**src/rtl/pipe_hazard_ctrl.sv**
```systemverilog
// -----------------------------------------------------------------------------
// pipe_hazard_ctrl
//
// Central stall/flush sequencer for the 5-stage pipeline. It drives the hold
// and clear controls of the PC, IF/ID, ID/EX and EX/MEM registers and handles:
//   - startup bubbles after reset (IF/ID forced to NOP for STARTUP_BUBBLES)
//   - load-use stalls (one-cycle bubble inserted into EX)
//   - taken-branch flushes resolved in EX
//   - multi-cycle data-memory waits, with a timeout that raises mem_err
//
// All controls are combinational from the current state and inputs.
//
// Parameters:
//   STARTUP_BUBBLES  cycles after reset that IF/ID is forced to NOP (1..15)
//   TMO_W            memory-wait timeout counter width (>= 2); the wait is
//                    abandoned after 2**TMO_W-1 stalled cycles
//   PERF_W           performance counter width (HAZ_PERF_CNT_EN builds only)
//
// Optional feature macro: HAZ_PERF_CNT_EN
//   When defined, adds saturating stall_cnt / flush_cnt outputs.
//
// Ports:
//   clk, rst_n             clock (rising edge), async active-low reset
//   id_rs1/id_rs2 (+_used) source registers of the instruction in ID
//   ex_rd, ex_mem_read     destination / load flag of the instruction in EX
//   ex_branch_taken        branch/jump resolved taken in EX this cycle
//   mem_req, mem_ready     MEM-stage access active / completing this cycle
//   pc_stall, ifid_stall, idex_stall, exmem_stall   hold controls
//   ifid_flush, idex_flush load NOP (overrides the matching stall)
//   startup_busy           high while in INIT
//   mem_err                sticky memory-wait timeout flag
//   state_o                current state encoding (debug)
//   stall_cnt, flush_cnt   performance counters (HAZ_PERF_CNT_EN only)
// -----------------------------------------------------------------------------
module pipe_hazard_ctrl #(
  parameter int STARTUP_BUBBLES = 1,
  parameter int TMO_W           = 8
`ifdef HAZ_PERF_CNT_EN
  ,
  parameter int PERF_W          = 32
`endif
) (
  input  logic              clk,
  input  logic              rst_n,
  input  logic [4:0]        id_rs1,
  input  logic [4:0]        id_rs2,
  input  logic              id_rs1_used,
  input  logic              id_rs2_used,
  input  logic [4:0]        ex_rd,
  input  logic              ex_mem_read,
  input  logic              ex_branch_taken,
  input  logic              mem_req,
  input  logic              mem_ready,
  output logic              pc_stall,
  output logic              ifid_stall,
  output logic              ifid_flush,
  output logic              idex_stall,
  output logic              idex_flush,
  output logic              exmem_stall,
  output logic              startup_busy,
  output logic              mem_err,
  output logic [2:0]        state_o
`ifdef HAZ_PERF_CNT_EN
  ,
  output logic [PERF_W-1:0] stall_cnt,
  output logic [PERF_W-1:0] flush_cnt
`endif
);

  typedef enum logic [2:0] {
    S_INIT     = 3'd0,
    S_RUN      = 3'd1,
    S_MEM_WAIT = 3'd2
  } state_e;

  // Value of tmo_q on the last stalled wait cycle: the increment that would
  // reach 2**TMO_W-1 is replaced by the timeout instead.
  localparam logic [TMO_W-1:0] TMO_LAST = {{(TMO_W-1){1'b1}}, 1'b0};
  localparam logic [3:0]       BUBBLE_LAST = 4'(STARTUP_BUBBLES - 1);

  state_e           state_q, state_d;
  logic [3:0]       bubble_q, bubble_d;
  logic [TMO_W-1:0] tmo_q, tmo_d;
  logic             mem_err_q, mem_err_d;

  logic             load_use_hz;
  logic             run_prio;   // apply the branch / load-use priorities this cycle

  // ex_rd == x0 never creates a dependency.
  assign load_use_hz = ex_mem_read && (ex_rd != 5'd0) &&
                       ((id_rs1_used && (id_rs1 == ex_rd)) ||
                        (id_rs2_used && (id_rs2 == ex_rd)));

  // NOTE: every signal written here gets a default first, so no path leaves
  // one unassigned and no latch is inferred.
  always_comb begin
    state_d      = state_q;
    bubble_d     = bubble_q;
    tmo_d        = tmo_q;
    mem_err_d    = mem_err_q;
    run_prio     = 1'b0;
    pc_stall     = 1'b0;
    ifid_stall   = 1'b0;
    ifid_flush   = 1'b0;
    idex_stall   = 1'b0;
    idex_flush   = 1'b0;
    exmem_stall  = 1'b0;
    startup_busy = 1'b0;

    unique case (state_q)
      S_INIT: begin
        // PC keeps fetching while IF/ID is forced to NOP; other inputs ignored.
        ifid_flush   = 1'b1;
        startup_busy = 1'b1;
        bubble_d     = bubble_q + 4'd1;
        if (bubble_q == BUBBLE_LAST) begin
          state_d  = S_RUN;
          bubble_d = 4'd0;
        end
      end

      S_RUN: begin
        if (mem_req && !mem_ready) begin
          pc_stall    = 1'b1;
          ifid_stall  = 1'b1;
          idex_stall  = 1'b1;
          exmem_stall = 1'b1;
          state_d     = S_MEM_WAIT;
          tmo_d       = TMO_W'(1);
        end else begin
          run_prio = 1'b1;
        end
      end

      S_MEM_WAIT: begin
        if (!mem_ready) begin
          pc_stall    = 1'b1;
          ifid_stall  = 1'b1;
          idex_stall  = 1'b1;
          exmem_stall = 1'b1;
          if (tmo_q == TMO_LAST) begin
            // Give up on the access: flag it and release the pipeline.
            mem_err_d = 1'b1;
            state_d   = S_RUN;
            tmo_d     = '0;
          end else begin
            tmo_d = tmo_q + TMO_W'(1);
          end
        end else begin
          // Access done: a branch held in EX during the wait resolves now.
          run_prio = 1'b1;
          state_d  = S_RUN;
          tmo_d    = '0;
        end
      end

      default: begin
        state_d = S_INIT;
      end
    endcase

    // A taken branch kills the ID instruction, so it outranks load-use.
    if (run_prio) begin
      if (ex_branch_taken) begin
        ifid_flush = 1'b1;
        idex_flush = 1'b1;
      end else if (load_use_hz) begin
        pc_stall   = 1'b1;
        ifid_stall = 1'b1;
        idex_flush = 1'b1;
      end
    end
  end

  // NOTE: sequential state uses non-blocking assignments so every register
  // samples the pre-edge values regardless of process ordering.
  always_ff @(posedge clk or negedge rst_n) begin
    if (!rst_n) begin
      state_q   <= S_INIT;
      bubble_q  <= 4'd0;
      tmo_q     <= '0;
      mem_err_q <= 1'b0;
    end else begin
      state_q   <= state_d;
      bubble_q  <= bubble_d;
      tmo_q     <= tmo_d;
      mem_err_q <= mem_err_d;
    end
  end

  assign mem_err = mem_err_q;
  assign state_o = state_q;

`ifdef HAZ_PERF_CNT_EN
  logic [PERF_W-1:0] stall_cnt_q;
  logic [PERF_W-1:0] flush_cnt_q;

  // Saturating counters: they stick at all-ones rather than wrapping.
  always_ff @(posedge clk or negedge rst_n) begin
    if (!rst_n) begin
      stall_cnt_q <= '0;
      flush_cnt_q <= '0;
    end else begin
      if (pc_stall && (stall_cnt_q != '1)) begin
        stall_cnt_q <= stall_cnt_q + PERF_W'(1);
      end
      if (idex_flush && (state_q != S_INIT) && (flush_cnt_q != '1)) begin
        flush_cnt_q <= flush_cnt_q + PERF_W'(1);
      end
    end
  end

  assign stall_cnt = stall_cnt_q;
  assign flush_cnt = flush_cnt_q;
`else
  // Performance counters not built: no stall_cnt / flush_cnt ports or logic.
`endif

endmodule

```
**config.mk**
```make
export PLATFORM = sky130hd
export DESIGN_NAME = pipe_hazard_ctrl
export DESIGN_NICKNAME = d
export VERILOG_FILES = /design/src/rtl/pipe_hazard_ctrl.sv
export SDC_FILE = /design/constraint.sdc
export NUM_CORES = 1
export LEC_CHECK = 0
export ABC_AREA = 0
export CORE_AREA = 5 5 58 60
export CTS_BUF_LIST = sky130_fd_sc_hd__clkbuf_2
export CTS_CLUSTER_DIAMETER = 200
export DETAILED_ROUTE_END_ITERATION = 10
export DIE_AREA = 0 0 63 65
export PLACE_DENSITY = 0.69
export SLEW_MARGIN = 5
export SYNTH_ARGS = -nofsm -noshare
export SYNTH_HDL_FRONTEND = slang
export SYNTH_SLANG_ARGS = --single-unit
```
**constraint.sdc**
```tcl
create_clock -name clk -period 2.97 [get_ports clk]
set_clock_uncertainty 0.1 [all_clocks]
set_input_delay 0.594 -clock clk [delete_from_list [all_inputs] [get_ports clk]]
set_output_delay 0.594 -clock clk [all_outputs]
set_load 0.05 [all_outputs]
```
==> results.sh <==
export IMPL_ys_warn_count=0
export IMPL_utilization_pct=53.0
export IMPL_critPathTopFamily="buffers and inverters"
export IMPL_leakage_nw=0.686
export IMPL_initial_core_util_pct=37.3
export IMPL_ys_top_cells_by_area="dfrtp_1, ha_1, xor2_1, xnor2_1, o21ai_0"
export IMPL_ios=34
export IMPL_period_needed_ns=2.91
export IMPL_post_dp_hpwl_um=2080
export IMPL_drcViolationCount=0
export IMPL_die_w_um=63
export IMPL_grt_pass1_wl_um=4400
export IMPL_crit_path_end_kind="primary output"
export IMPL_hold_path_startpoint="bubble_q[3]"
export IMPL_dr_pass1_iters=4
export IMPL_synthAdderAreaFrac_pct=9.33
export IMPL_root_buffer="clkbuf_2"
export IMPL_slew_headroom_pct=55.6
export IMPL_rsz0062_at_grt="false"
export IMPL_clk_latency_ns=0.28
export IMPL_most_common_layout_cells="clkdlybuf4s50_1, dfrtp_1, xor2_1"
export IMPL_synthCells=114
export IMPL_rows=20
export IMPL_wirelength_met1_um=1180
export IMPL_synth_yosys_seq_area_share_pct=35.0
export IMPL_fin_nets=181
export IMPL_dr_wl_met3_um=167
export IMPL_postCtsSetupBuffers=0
export IMPL_finalHoldViolations=0
export IMPL_antenna_found_initial=0
export IMPL_hold_path_end="bubble_q[3]"
export IMPL_via_per_inst=5.26
export IMPL_highest_layer="met4"
export IMPL_fillCellCount=245
export IMPL_yosys_area_share_simple_pct=18.9
export IMPL_path_class="in2out"
export IMPL_drive_above_1_share_pct=14.1
export IMPL_synth_compound_area_share_pct=15.9
export IMPL_n_antenna_cell=0
export IMPL_numCtsBuffers=3
export IMPL_ir_drop_v=0.000458
export IMPL_layout_cells_non_filler=182
export IMPL_critPathLaunchType="input pin"
export IMPL_cts_hold_buf=0
export IMPL_syn_nets=145
export IMPL_clockBufferDepth=2
export IMPL_power_density_mw_per_mm2=777
export IMPL_drv_cap=0
export IMPL_syn2layout_area_growth_pct=42.1
export IMPL_cpMaxStageDelayCell="clkdlybuf4s50_1"
export IMPL_cp_data_arrival_time_ns=2.21
export IMPL_synth_top_family_by_area="simple AND/OR/NAND/NOR gates"
export IMPL_worstPathMaxFanout=3
export IMPL_gp_congestion=0.853
export IMPL_grt_usage_pct=13.1
export IMPL_wire_per_inst_um=14.1
export IMPL_r2r_end="tmo_q[7]"
export IMPL_dp_cells=178
export IMPL_vias=958
export IMPL_grt_max_degree=16
export IMPL_ys_flop_type="dfrtp_1"
export IMPL_synth_mux_area_share_pct=1.98
export IMPL_final_period_utilization_pct=97.8
export IMPL_cts_max_level=1
export IMPL_grt_pass1_vias=998
export IMPL_overflow=0
export IMPL_hold_worst_slack_ns=0.378
export IMPL_cts_sinks=15
export IMPL_critical_path_required_ns=2.28
export IMPL_synthXorXnorAreaFrac_pct=12.3
export IMPL_finalSetupViolCount=0
export IMPL_yosysTopAreaCell="dfrtp_1"
export IMPL_path_buf_inv=3
export IMPL_slowest_delay_ns=0.46
export IMPL_regToRegSetupSlack_ns=1.08
export IMPL_drt_iter0_markers=40
export IMPL_min_path_cells=1
export IMPL_cts_tree="yes"
export IMPL_synth_seq_cells=15
export IMPL_core_area_mm2=0.00288
export IMPL_outcome="complete, no violations"
export IMPL_worst_slack_ns=0.0649
export IMPL_r2r_start="state_o[0]"
export IMPL_place_ws_ns=-0.0716
export IMPL_synth_top_cell_area_share_pct=35.0
export IMPL_antenna_left=0
export IMPL_holdCritPathClass="reg2reg"
export IMPL_setup_tns_ns=0
export IMPL_worstMarginPinSlew_ns=0.664
export IMPL_syn_area_per_cell_um2=9.41
export IMPL_routed_wl_um=2560
export IMPL_layout_commonest_cell="clkdlybuf4s50_1"
export IMPL_clk_pin_slew_worst_paths_ns=0.14
export IMPL_routed_wl_met2_um=1170
export IMPL_die_area_mm2=0.00410
export IMPL_max_clock_freq_ghz=0.344
export IMPL_netlist_area_mm2=0.00107
export IMPL_maxSlewViolCount=0
export IMPL_die_h_um=65
export IMPL_synthArstFlopShare_pct=100
export IMPL_port_buffers=32
export IMPL_worstPathCellList="clkdlybuf4s50_1 -> xor2_1 -> nor4_2 -> a32oi_1 -> o31ai_2 -> buf_4 -> buf_12"
export IMPL_synth_cell_types=38
export IMPL_r2r_worst_path_cells=6
export IMPL_synth_edf_count=0
[kinds of logic (layout without fill, tap and decap cells)]
| family | after synthesis | in the layout |
|---|---|---|
| other | 1 | 1 |
| AND/OR/NAND/NOR | 36 | 36 |
| flip-flops | 15 | 15 |
| AO/OA/AOI/OAI | 24 | 24 |
| adder cells (fa/ha/maj) | 8 | 8 |
| buffers and inverters | 13 | 48 |
| XOR/XNOR | 15 | 15 |
| multiplexers | 2 | 2 |
[area by class of cell]
cell class	instances	area (µm²)	area share (%)
Sequential cell	15	375	24.6
Clock buffer	4	20.0	1.31
Multi-Input combinational cell	86	647	42.4
Tap cell	33	41.3	2.71
Inverter	8	30.0	1.97
Timing Repair Buffer	36	410	26.9
[layer usage]
layer	vias up	global-route usage [%]
li1	471	-
met1	444	15.7
met2	36	22.3
met3	7	3.99
met4	0	3.98
met5	-	0
[report_power, final]
group          switching [mW]  leakage, nW  internal (mW)  total [mW]
clock network          0.0635       0.0166         0.0357      0.0992
registers              0.0357        0.203          0.236       0.271
logic                   0.477        0.466          0.337       0.814
total                   0.576        0.686          0.608        1.18
[worst reg2reg max path, stage by stage, from the launching register on]
cell,delay (ns)
dfrtp_1,0.42
inv_1,0.10
ha_1,0.30
buf_4,0.16
o21ai_4,0.10
or4_1,0.48
a21oi_1,0.17
[Yosys cell counts, types with 2 or more instances]
library cell  number
buf_4              3
xnor2_1            4
nand2_1            8
inv_1              7
nand2b_1           3
a21oi_1            3
nor4_1             2
o21ai_0            6
ha_1               8
nand4_1            2
o31ai_1            4
nor2_1             6
o2111ai_1          3
or4_1              3
dfrtp_1           15
nand3_1            5
xor2_1            11
[per-stage QoR]
| stage | cell area (µm²) | power [mW] |
|---|---|---|
| after floorplan | 1080 | 0.794 |
| after global placement | 1490 | 1.07 |
| after detailed placement | 1490 | 1.09 |
| after CTS | 1510 | 1.19 |
| after global routing | 1520 | 1.26 |
| final | 1520 | 1.18 |
[state kept, by name, indices dropped and copies added (netlist names)]
signal,count
tmo_q,8
bubble_q,4
state_o,2
mem_err,1
[timing repair]
action	4_1_cts	5_1_grt
cloned	0	0
pin swaps	2	2
gates resized for setup	2	5
setup endpoints to repair	3	3
[worst max-delay path by stage]
stage,startpoint,end,slack (ns),depth (start not counted)
after floorplan,state_o[1],pc_stall,-0.26,7
after global placement,ex_rd[2],ifid_stall,-0.03,7
after detailed placement,ex_rd[2],pc_stall,-0.07,7
after CTS,ex_rd[2],pc_stall,0.003,6
after global routing,ex_rd[4],pc_stall,0.0006,7
final,ex_rd[4],pc_stall,0.06,7
No activity file was read; power rests on OpenSTA's default activity.
